`src/rtl/lane_detector_pkg.sv`:
```
// Shared lane-detector constants and types.
package lane_detector_pkg;

    localparam int NLANES       = 4;
    localparam int DEBOUNCE_DEF = 4;
    localparam int CW_DEF       = 4;

    typedef logic [CW_DEF-1:0] cnt_t;

endpackage

```
`src/rtl/lane_debounce.sv`:
```
// One lane sensor: 2-flop sync, debounce and rising-edge arrival pulse.
module lane_debounce
    import lane_detector_pkg::*;
#(
    parameter int DEBOUNCE = DEBOUNCE_DEF
) (
    input  logic clk,
    input  logic rst,
    input  logic raw,
    output logic arv
);

    logic       s1;
    logic       s2;
    logic       deb;
    logic [3:0] dcnt;
    logic       flip;

    // The debounced level flips on the DEBOUNCE-th consecutive differing sample.
    assign flip = (s2 != deb) && (dcnt == 4'(DEBOUNCE - 1));

    always_ff @(posedge clk) begin
        if (rst) begin
            s1   <= 1'b0;
            s2   <= 1'b0;
            deb  <= 1'b0;
            dcnt <= '0;
            arv  <= 1'b0;
        end else begin
            s1  <= raw;
            s2  <= s1;
            arv <= flip & ~deb;
            if (s2 == deb) begin
                dcnt <= '0;
            end else if (flip) begin
                deb  <= s2;
                dcnt <= '0;
            end else begin
                dcnt <= dcnt + 4'd1;
            end
        end
    end

endmodule

```
`src/rtl/lane_detector.sv`:
```
// Four-lane queue tracker: debounced arrivals, green-gated departures.
module lane_detector
    import lane_detector_pkg::*;
#(
    parameter int DEBOUNCE = DEBOUNCE_DEF,
    parameter int CW       = CW_DEF
) (
    input  logic          clk,
    input  logic          rst,
    input  logic [3:0]    arrive,
    input  logic [3:0]    depart,
    input  logic          green,
    output logic          l1,
    output logic          l2,
    output logic          l3,
    output logic          l4,
    output logic [CW+1:0] total,
    output logic          ovf
);

    localparam logic [CW-1:0] CMAX = '1;

    logic [NLANES-1:0] arv;
    logic [NLANES-1:0] dep;
    logic [CW-1:0]     cnt [NLANES];

    for (genvar i = 0; i < NLANES; i++) begin : g_lane
        lane_debounce #(
            .DEBOUNCE (DEBOUNCE)
        ) u_deb (
            .clk (clk),
            .rst (rst),
            .raw (arrive[i]),
            .arv (arv[i])
        );
    end

    assign dep = depart & {NLANES{green}};

    always_ff @(posedge clk) begin
        if (rst) begin
            for (int i = 0; i < NLANES; i++) begin
                cnt[i] <= '0;
            end
            ovf <= 1'b0;
        end else begin
            for (int i = 0; i < NLANES; i++) begin
                // Simultaneous arrival and departure cancel out.
                if (arv[i] && !dep[i]) begin
                    if (cnt[i] == CMAX) begin
                        ovf <= 1'b1;
                    end else begin
                        cnt[i] <= cnt[i] + 1'b1;
                    end
                end else if (dep[i] && !arv[i] && cnt[i] != '0) begin
                    cnt[i] <= cnt[i] - 1'b1;
                end
            end
        end
    end

    always_comb begin
        total = '0;
        for (int i = 0; i < NLANES; i++) begin
            total = total + {2'b00, cnt[i]};
        end
    end

    assign l1 = (cnt[0] != '0);
    assign l2 = (cnt[1] != '0);
    assign l3 = (cnt[2] != '0);
    assign l4 = (cnt[3] != '0);

endmodule

```
`config.mk`:
```
export PLATFORM = sky130hd
export DESIGN_NAME = lane_detector
export DESIGN_NICKNAME = d
export VERILOG_FILES = /design/src/rtl/lane_detector_pkg.sv /design/src/rtl/lane_debounce.sv /design/src/rtl/lane_detector.sv
export SDC_FILE = /design/constraint.sdc
export NUM_CORES = 1
export LEC_CHECK = 0
export ABC_CLOCK_PERIOD_IN_PS = 4200
export CORE_MARGIN = 4
export CORE_UTILIZATION = 50
export DETAILED_ROUTE_END_ITERATION = 10
export PLACE_DENSITY_LB_ADDON = 0.08
export SETUP_SLACK_MARGIN = 0.15
export SYNTH_ARGS = -nofsm -noshare
export SYNTH_HDL_FRONTEND = slang
export SYNTH_SLANG_ARGS = --single-unit
```
`constraint.sdc`:
```
create_clock -name clk -period 4.2 [get_ports clk]
set_clock_uncertainty 0.15 [all_clocks]
set_input_delay 0.84 -clock clk [delete_from_list [all_inputs] [get_ports clk]]
set_output_delay 0.84 -clock clk [all_outputs]
set_load 0.1 [all_outputs]
```
==> reports/summary.json, run 1 <==
{
  "run_status": "completed",
  "static-leakage-power_nw": 1.342,
  "gp_congestion": 0.7772,
  "detailedRoute.firstIterationViolations": 55,
  "critical_path_peak_fanout": 2,
  "synthDominantAreaCellType": "dfxtp_1",
  "grt.met3_usage_pct": 4.605,
  "synthFlopType": "dfxtp_1",
  "post_synth_num_cell_types": 41,
  "rsz0062_at_grt": "false",
  "top_level_ports": 22,
  "cp_slowest_cell": "fa_1",
  "share_of_power_burned_in_registers_pct": 37.5,
  "worst_setup_path_end_kind": "primary output",
  "netsw_mw": 0.5428,
  "count_of_final_max_slew_check_failures": 0,
  "detail_route.drc_violations": 0,
  "grt_most_used_layer": "met2",
  "globalRouteOverflowTotal": 0,
  "synth_top_cells_by_area": "dfxtp_1 24%, edfxtp_1 18%, fa_1 8.1%, ha_1 7.8%, nor2_1 5.4%",
  "dp_hpwl_mm": 3.482,
  "internal_power_mw": 0.8568,
  "async_reset_ff_share_pct": 0,
  "largest_net_degree_at_the_start_of_global_routing": 21,
  "setup_total_negative_slack_ns": 0,
  "layout_min_cycle_time_ns": 3.972,
  "synth-seq-cells": 49,
  "syn2layout_area_growth_pct": 18.69,
  "timing.hold.worst.class": "reg2reg",
  "tritoncts_num_sinks": 49,
  "critical_path.cell_chain": "inv_1 -> fa_1 -> inv_1 -> fa_1 -> ha_1 -> fa_2 -> a21o_1 -> a21o_1 -> buf_12",
  "setup_slack_placement_ns": 0.4587,
  "post-route-period-util_pct": 94.56,
  "insertion_delay_ns": 0.31,
  "cts.reportedPaths.clkPinSlew_ns": 0.09,
  "die_w_um": 81.64,
  "antenna_violating_nets_left": 0,
  "critical_path.startpoint": "cnt[3][1]$_DFFE_PP_",
  "cts-hold-fix-buffers": 0,
  "synth_area_mm2": 0.002711,
  "fmax_ghz": 0.2518,
  "hold-worst-slack_ns": 0.2892,
  "antenna_violations_before_repair": 0,
  "use_met2_pct": 25.81,
  "dpl-instance-area_mm2": 0.003050,
  "wire_length_per_cell_after_detailed_routing_um": 12.61,
  "synth-edff-count": 16,
  "number_of_h_tree_branching_levels": 2,
  "timing.max_slew.rel_slack_pct": 33.13,
  "grt_first_pass_wirelength_mm": 7.941,
  "core-area_mm2": 0.005172,
  "r2r-start": "cnt[2][1]$_SDFFCE_PN0P_",
  "timing.final.setup_violations": 0,
  "syn-num-nets": 308,
  "yosysSeqAreaShare_pct": 42.09,
  "ir_drop_v": 0.0003286,
  "grt_util_met1_pct": 18.89,
  "port-buffer-count": 21,
  "holdCritStartpoint": "g_lane[2].u_deb.s1$_SDFF_PP0_",
  "layout.nets": 340,
  "power_density_mw_per_mm2": 434.9,
  "most-common-layout-cells": "39 x nor2_1, 33 x dfxtp_1, 30 x inv_1",
  "clk_root_buffer_cell": "clkbuf_8",
  "drv.max_cap_violation_count": 0,
  "final_critical_path_setup_slack_ns": 0.2285,
  "num_antenna_cells": 0,
  "share_of_power_burned_in_the_clock_network_pct": 21.7,
  "ctsLongestPathBuffers": 2,
  "critical_path.max_stage_delay_ns": 0.53,
  "layout.core_utilization_pct": 62.22,
  "combPwrFrac_pct": 40.9,
  "synth_cells": 269,
  "vias": 1951,
  "detail_route.vias_per_cell": 5.245,
  "detail_route.first_pass.iterations": 4,
  "syn_avg_cell_area_um2": 10.08,
  "cts_made_buffers": 5,
  "timing_hold_violations_final": 0,
  "final_common_cell": "nor2_1",
  "post_route_cells_drive_above_1_share_pct": 12.91,
  "finish.instance_area_mm2": 0.003218,
  "finalWirelength_mm": 4.692,
  "track_usage_pct": 15.63,
  "critical_path_required_ns": 3.21,
  "yosysTopAreaCellShare_pct": 24.37,
  "synth_warn": 0,
  "die-area_mm2": 0.006665,
  "worstSetupStartpointType": "register",
  "cp_data_arrival_time_ns": 2.98,
  "startpoint_to_endpoint_class_of_the_critical_path": "reg2out",
  "initial_utilization_pct": 52.42,
  "switching_share_pct": 38.78,
  "placement_rows": 26,
  "cts_tree": "done",
  "dieHeight_um": 81.64,
  "first_global_vias": 1815,
  "tightest_slew_ns": 0.9999
}
## cell type report
cell class | instances | area, um2
clock buffer | 7 | 96.34
clock inverter | 1 | 5.005
fill | 446 | 1954
inverter | 30 | 112.6
multi-input combinational | 183 | 1450
sequential | 49 | 1141
tap | 70 | 87.58
timing repair buffer | 32 | 325.3
## sequential cells by signal (all words and copies together) (netlist names)
| register | count |
|---|---|
| cnt | 16 |
| g_lane.u_deb.arv | 4 |
| g_lane.u_deb.dcnt | 16 |
| g_lane.u_deb.deb | 4 |
| g_lane.u_deb.s1 | 4 |
| g_lane.u_deb.s2 | 4 |
| ovf | 1 |
## routing by layer
metal | up-vias | share of wire (%)
met1 | 909 | 47
li1 | 977 | -
met2 | 58 | 46
met4 | 0 | 1.4
met3 | 7 | 5.5
met5 | - | 0
## metrics by stage
step / std cells / power [mW]
final: 372 / 1.400
after global routing: 372 / 1.470
after CTS: 367 / 1.403
after detailed placement: 356 / 1.093
after global placement: 356 / 1.091
after floorplan: 269 / 0.9349
## critical path: cells and delay by family (launching register included)
| kind | cells | cell delay [ns] |
|---|---|---|
| DFF | 1 | 0.38 |
| buffers and inverters | 3 | 0.30 |
| adders and majority gates | 4 | 1.60 |
| AOI/OAI and AO/OA | 2 | 0.39 |
## kinds of logic after synthesis
family	after synthesis	share of synthesized area, %
AOI/OAI and AO/OA	30	7.844
and+or+nand+nor	98	19.70
xor gates and xnor gates	20	6.461
adders and majority gates	28	15.97
muxes	7	2.723
buffers and inverters	37	5.215
DFF	49	42.09
## power by group through the flow
stage,Sequential [mW],Clock [mW],Combinational (mW)
6_report,0.524,0.303,0.572
3_5_place_dp,0.538,0,0.555
4_1_cts,0.525,0.316,0.561
2_1_floorplan,0.529,0,0.406
3_3_place_gp,0.537,0,0.553
5_1_grt,0.527,0.335,0.607
## cell usage after synthesis, types with 2 or more instances
cell	number
nor2_1	39
dfxtp_1	33
inv_1	30
ha_1	17
edfxtp_1	16
xnor2_1	12
fa_1	11
nor2b_1	10
a21o_1	9
nand2_1	8
xor2_1	8
a21oi_1	7
nand3_1	7
and3_1	5
clkbuf_1	5
nor3b_1	5
or3_1	5
mux2i_1	4
nand2b_1	4
mux2_2	3
nand4_1	3
a21boi_0	2
a31oi_1	2
and4b_4	2
buf_2	2
nand4b_1	2
nor4_1	2
o31ai_1	2
or4_4	2
## worst paths after layout
path / to / slack (ns) / depth (start not counted)
setup / recovery: total[5] / 0.23 / 9
hold / removal: g_lane[2].u_deb.s2$_SDFF_PP0_ / 0.29 / 1
setup reg to reg: cnt[2][3]$_SDFFCE_PN0P_ / 1.37 / 8
hold reg to reg: g_lane[2].u_deb.s2$_SDFF_PP0_ / 0.29 / 1
## what timing repair did
item                                   4_1_cts  5_1_grt
setup buffers                                3        5
gates resized for setup                      0        2
setup endpoints to repair                    1        2
endpoints found under the hold margin        0        0
(Power assumes the default switching activity.)
==> run 2: changes to the inputs <==
- CELL_PAD_IN_SITES_DETAIL_PLACEMENT: not set -> 1
- CELL_PAD_IN_SITES_GLOBAL_PLACEMENT: not set -> 1
- CORE_UTILIZATION: 50 -> 45
==> reports/summary.json, run 2 (synthesized netlist as in run 1, its figures left out) <==
{
  "rsz0062_at_grt": "true",
  "fmax": {"value": 0.2543, "unit": "GHz", "change": "+0.98%"},
  "drv.max_cap_violation_count": {"value": 0, "change": "unchanged"},
  "grt.met3_usage": {"value": 2.305, "unit": "%", "change": "-2.3 points"},
  "r2r-start": "cnt[2][1]$_SDFFCE_PN0P_",
  "run_status": "completed",
  "grt_most_used_layer": "met2",
  "track_usage": {"value": 16.76, "unit": "%", "change": "+1.1 points"},
  "num_antenna_cells": {"value": 0, "change": "unchanged"},
  "critical_path.startpoint": "cnt[3][1]$_DFFE_PP_",
  "share_of_power_burned_in_the_clock_network": {"value": 22.5, "unit": "%", "change": "+0.8 points"},
  "layout.nets": {"value": 341, "change": "+0.29%"},
  "timing.final.setup_violations": {"value": 0, "change": "unchanged"},
  "critical_path.max_stage_delay": {"value": 0.54, "unit": "ns", "change": "about the same"},
  "clk_root_buffer_cell": "clkbuf_8",
  "cts_made_buffers": {"value": 5, "change": "unchanged"},
  "largest_net_degree_at_the_start_of_global_routing": {"value": 24, "change": "+14%"},
  "share_of_power_burned_in_registers": {"value": 36.7, "unit": "%", "change": "-0.8 points"},
  "insertion_delay": {"value": 0.31, "unit": "ns", "change": "about the same"},
  "die-area": {"value": 0.007331, "unit": "mm2", "change": "+10%"},
  "layout.core_utilization": {"value": 55.04, "unit": "%", "change": "-7.2 points"},
  "number_of_h_tree_branching_levels": {"value": 2, "change": "unchanged"},
  "tightest_slew": {"value": 0.9770, "unit": "ns", "change": "-0.02293 ns"},
  "vias": {"value": 1936, "change": "-0.77%"},
  "setup.worst_path.end": "total[5]",
  "reg2reg_setup_slack": {"value": 1.34, "unit": "ns", "change": "-0.03 ns"},
  "ctsLongestPathBuffers": {"value": 2, "change": "unchanged"},
  "detail_route.drc_violations": {"value": 0, "change": "unchanged"},
  "cp_slowest_cell": "fa_1",
  "crit_cells": {"value": 9, "change": "unchanged"},
  "syn2layout_area_growth_pct": 19.47,
  "gp_congestion": {"value": 0.7232, "change": "-6.9%"},
  "globalRouteOverflowTotal": {"value": 0, "change": "unchanged"},
  "cts.reportedPaths.clkPinSlew": {"value": 0.09, "unit": "ns", "change": "about the same"},
  "tritoncts_num_sinks": {"value": 49, "change": "unchanged"},
  "most-common-layout-cells": "39 x nor2_1, 33 x dfxtp_1, 28 x inv_1",
  "worst-r2r-cell-count": {"value": 8, "change": "unchanged"},
  "die_w": {"value": 85.62, "unit": "um", "change": "+4.9%"},
  "startpoint_to_endpoint_class_of_the_critical_path": "reg2out",
  "setup_total_negative_slack": {"value": 0, "unit": "ns", "change": "unchanged"},
  "reg2reg_to": "cnt[2][3]$_SDFFCE_PN0P_",
  "power_density": {"value": 440.9, "unit": "mW/mm2", "change": "+1.4%"},
  "critical_path_required": {"value": 3.21, "unit": "ns", "change": "about the same"},
  "hold_path_depth": {"value": 1, "change": "unchanged"},
  "post_route_cells_drive_above_1_share": {"value": 13.86, "unit": "%", "change": "+0.95 points"},
  "cts_tree": "done",
  "detail_route.vias_per_cell": {"value": 5.122, "change": "-2.3%"},
  "detail_route.first_pass.iterations": {"value": 4, "change": "unchanged"},
  "cp_num_buf_inv": {"value": 3, "change": "unchanged"},
  "grt_first_pass_wirelength": {"value": 9.625, "unit": "mm", "change": "+21%"},
  "layout_min_cycle_time": {"value": 3.933, "unit": "ns", "change": "-0.03857 ns"},
  "internal_power": {"value": 0.8651, "unit": "mW", "change": "+0.97%"},
  "timing.hold.worst.class": "reg2reg",
  "hold-worst-slack": {"value": 0.2972, "unit": "ns", "change": "+0.007993 ns"},
  "timing_hold_violations_final": {"value": 0, "change": "unchanged"},
  "post-route-period-util": {"value": 93.64, "unit": "%", "change": "-0.92 points"},
  "dp_hpwl": {"value": 4.295, "unit": "mm", "change": "+23%"},
  "use_met2": {"value": 28.39, "unit": "%", "change": "+2.6 points"},
  "netsw": {"value": 0.5631, "unit": "mW", "change": "+3.7%"},
  "timing.max_slew.rel_slack": {"value": 34.66, "unit": "%", "change": "+1.5 points"},
  "first_global_vias": {"value": 2052, "change": "+13%"},
  "dieHeight": {"value": 85.62, "unit": "um", "change": "+4.9%"},
  "grt_util_met1": {"value": 21.70, "unit": "%", "change": "+2.8 points"},
  "critical_path.cell_chain": "inv_1 -> fa_1 -> inv_1 -> fa_1 -> ha_2 -> fa_2 -> a21o_1 -> a21o_1 -> buf_12",
  "worst_setup_path_end_kind": "primary output",
  "switching_share": {"value": 39.43, "unit": "%", "change": "+0.64 points"},
  "crit_family": "adder cells",
  "antenna_violations_before_repair": {"value": 0, "change": "unchanged"},
  "ir_drop": {"value": 0.0004267, "unit": "V", "change": "+30%"},
  "antenna_violating_nets_left": {"value": 0, "change": "unchanged"},
  "detailedRoute.firstIterationViolations": {"value": 49, "change": "-11%"},
  "final_common_cell": "nor2_1",
  "port-buffer-count": {"value": 21, "change": "unchanged"},
  "cts-hold-fix-buffers": {"value": 0, "change": "unchanged"},
  "wire_length_per_cell_after_detailed_routing": {"value": 14.99, "unit": "um", "change": "+19%"},
  "combPwrFrac": {"value": 40.8, "unit": "%", "change": "about the same"},
  "finalWirelength": {"value": 5.666, "unit": "mm", "change": "+21%"},
  "top_level_ports": {"value": 22, "change": "unchanged"},
  "core-area": {"value": 0.005886, "unit": "mm2", "change": "+14%"},
  "worstSetupStartpointType": "register",
  "initial_utilization": {"value": 46.07, "unit": "%", "change": "-6.4 points"},
  "placement_rows": {"value": 28, "change": "+7.7%"},
  "static-leakage-power": {"value": 1.343, "unit": "nW", "change": "+0.12%"},
  "count_of_final_max_slew_check_failures": {"value": 0, "change": "unchanged"},
  "largestRegisters": "cnt x16, g_lane.u_deb.dcnt x16",
  "cp_data_arrival_time": {"value": 2.94, "unit": "ns", "change": "-0.04 ns"},
  "critical_path_peak_fanout": {"value": 2, "change": "unchanged"}
}
run 2: worst register-to-register path, delay by kind of cell (launching register included):
family,cells,cell delay (ns)
adder cells (fa/ha/maj),1,0.30
AO/OA/AOI/OAI,2,0.33
buffers and inverters,1,0.18
AND/OR/NAND/NOR,2,0.75
flip-flops,1,0.43
multiplexers,1,0.35
XOR/XNOR,1,0.15
run 2: metrics by stage:
stage / setup slack [ns] / cells / power (mW) / instance area, um2
2_1_floorplan: 0.1767 / 269 / 0.9349 / 2726
6_report: 0.2671 / 378 / 1.428 / 3239
4_1_cts: 0.1279 / 373 / 1.434 / 3193
3_3_place_gp: 0.4677 / 361 / 1.094 / 3057
3_5_place_dp: 0.3960 / 361 / 1.104 / 3057
5_1_grt: 0.1443 / 378 / 1.493 / 3239
run 2: power groups by stage:
| stage | clock network (mW) | logic, mW | registers (mW) |
|---|---|---|---|
| after CTS | 0.333 | 0.576 | 0.525 |
| after floorplan | 0 | 0.406 | 0.529 |
| after global routing | 0.348 | 0.618 | 0.527 |
| after detailed placement | 0 | 0.565 | 0.539 |
| after global placement | 0 | 0.556 | 0.538 |
| final | 0.321 | 0.582 | 0.524 |
run 2: area by class of cell:
cell class / count / area, um2
clock buffers: 7 / 97.59
clock inverters: 1 / 8.758
fillers: 651 / 2646
inverters: 30 / 112.6
multi-input cells: 183 / 1453
flip-flops and latches: 49 / 1141
well taps: 75 / 93.84
repair buffers: 33 / 332.8
run 2: how the worst min path moves through the flow:
stage / startpoint / end
after floorplan: g_lane[0].u_deb.s1$_SDFF_PP0_ / g_lane[0].u_deb.s2$_SDFF_PP0_
after global placement: g_lane[1].u_deb.s1$_SDFF_PP0_ / g_lane[1].u_deb.s2$_SDFF_PP0_
after detailed placement: g_lane[3].u_deb.s1$_SDFF_PP0_ / g_lane[3].u_deb.s2$_SDFF_PP0_
after CTS: g_lane[2].u_deb.dcnt[0]$_SDFF_PP0_ / g_lane[2].u_deb.dcnt[0]$_SDFF_PP0_
after global routing: g_lane[3].u_deb.s1$_SDFF_PP0_ / g_lane[3].u_deb.s2$_SDFF_PP0_
final: g_lane[2].u_deb.dcnt[0]$_SDFF_PP0_ / g_lane[2].u_deb.dcnt[0]$_SDFF_PP0_
run 2: timing repair:
item,4_1_cts,5_1_grt
gates cloned,0,0
pin swaps,0,2
setup endpoints to repair,2,2
buffers inserted,4,5
gates resized for setup,0,5
run 2: per-layer routing:
metal / wire length (um) / share of wire (%) / up-vias
met5: 0 / 0 / -
met4: 76 / 1.3 / 0
met3: 147 / 2.6 / 7
met2: 2817 / 50 / 25
met1: 2624 / 46 / 927
li1: - / - / 977
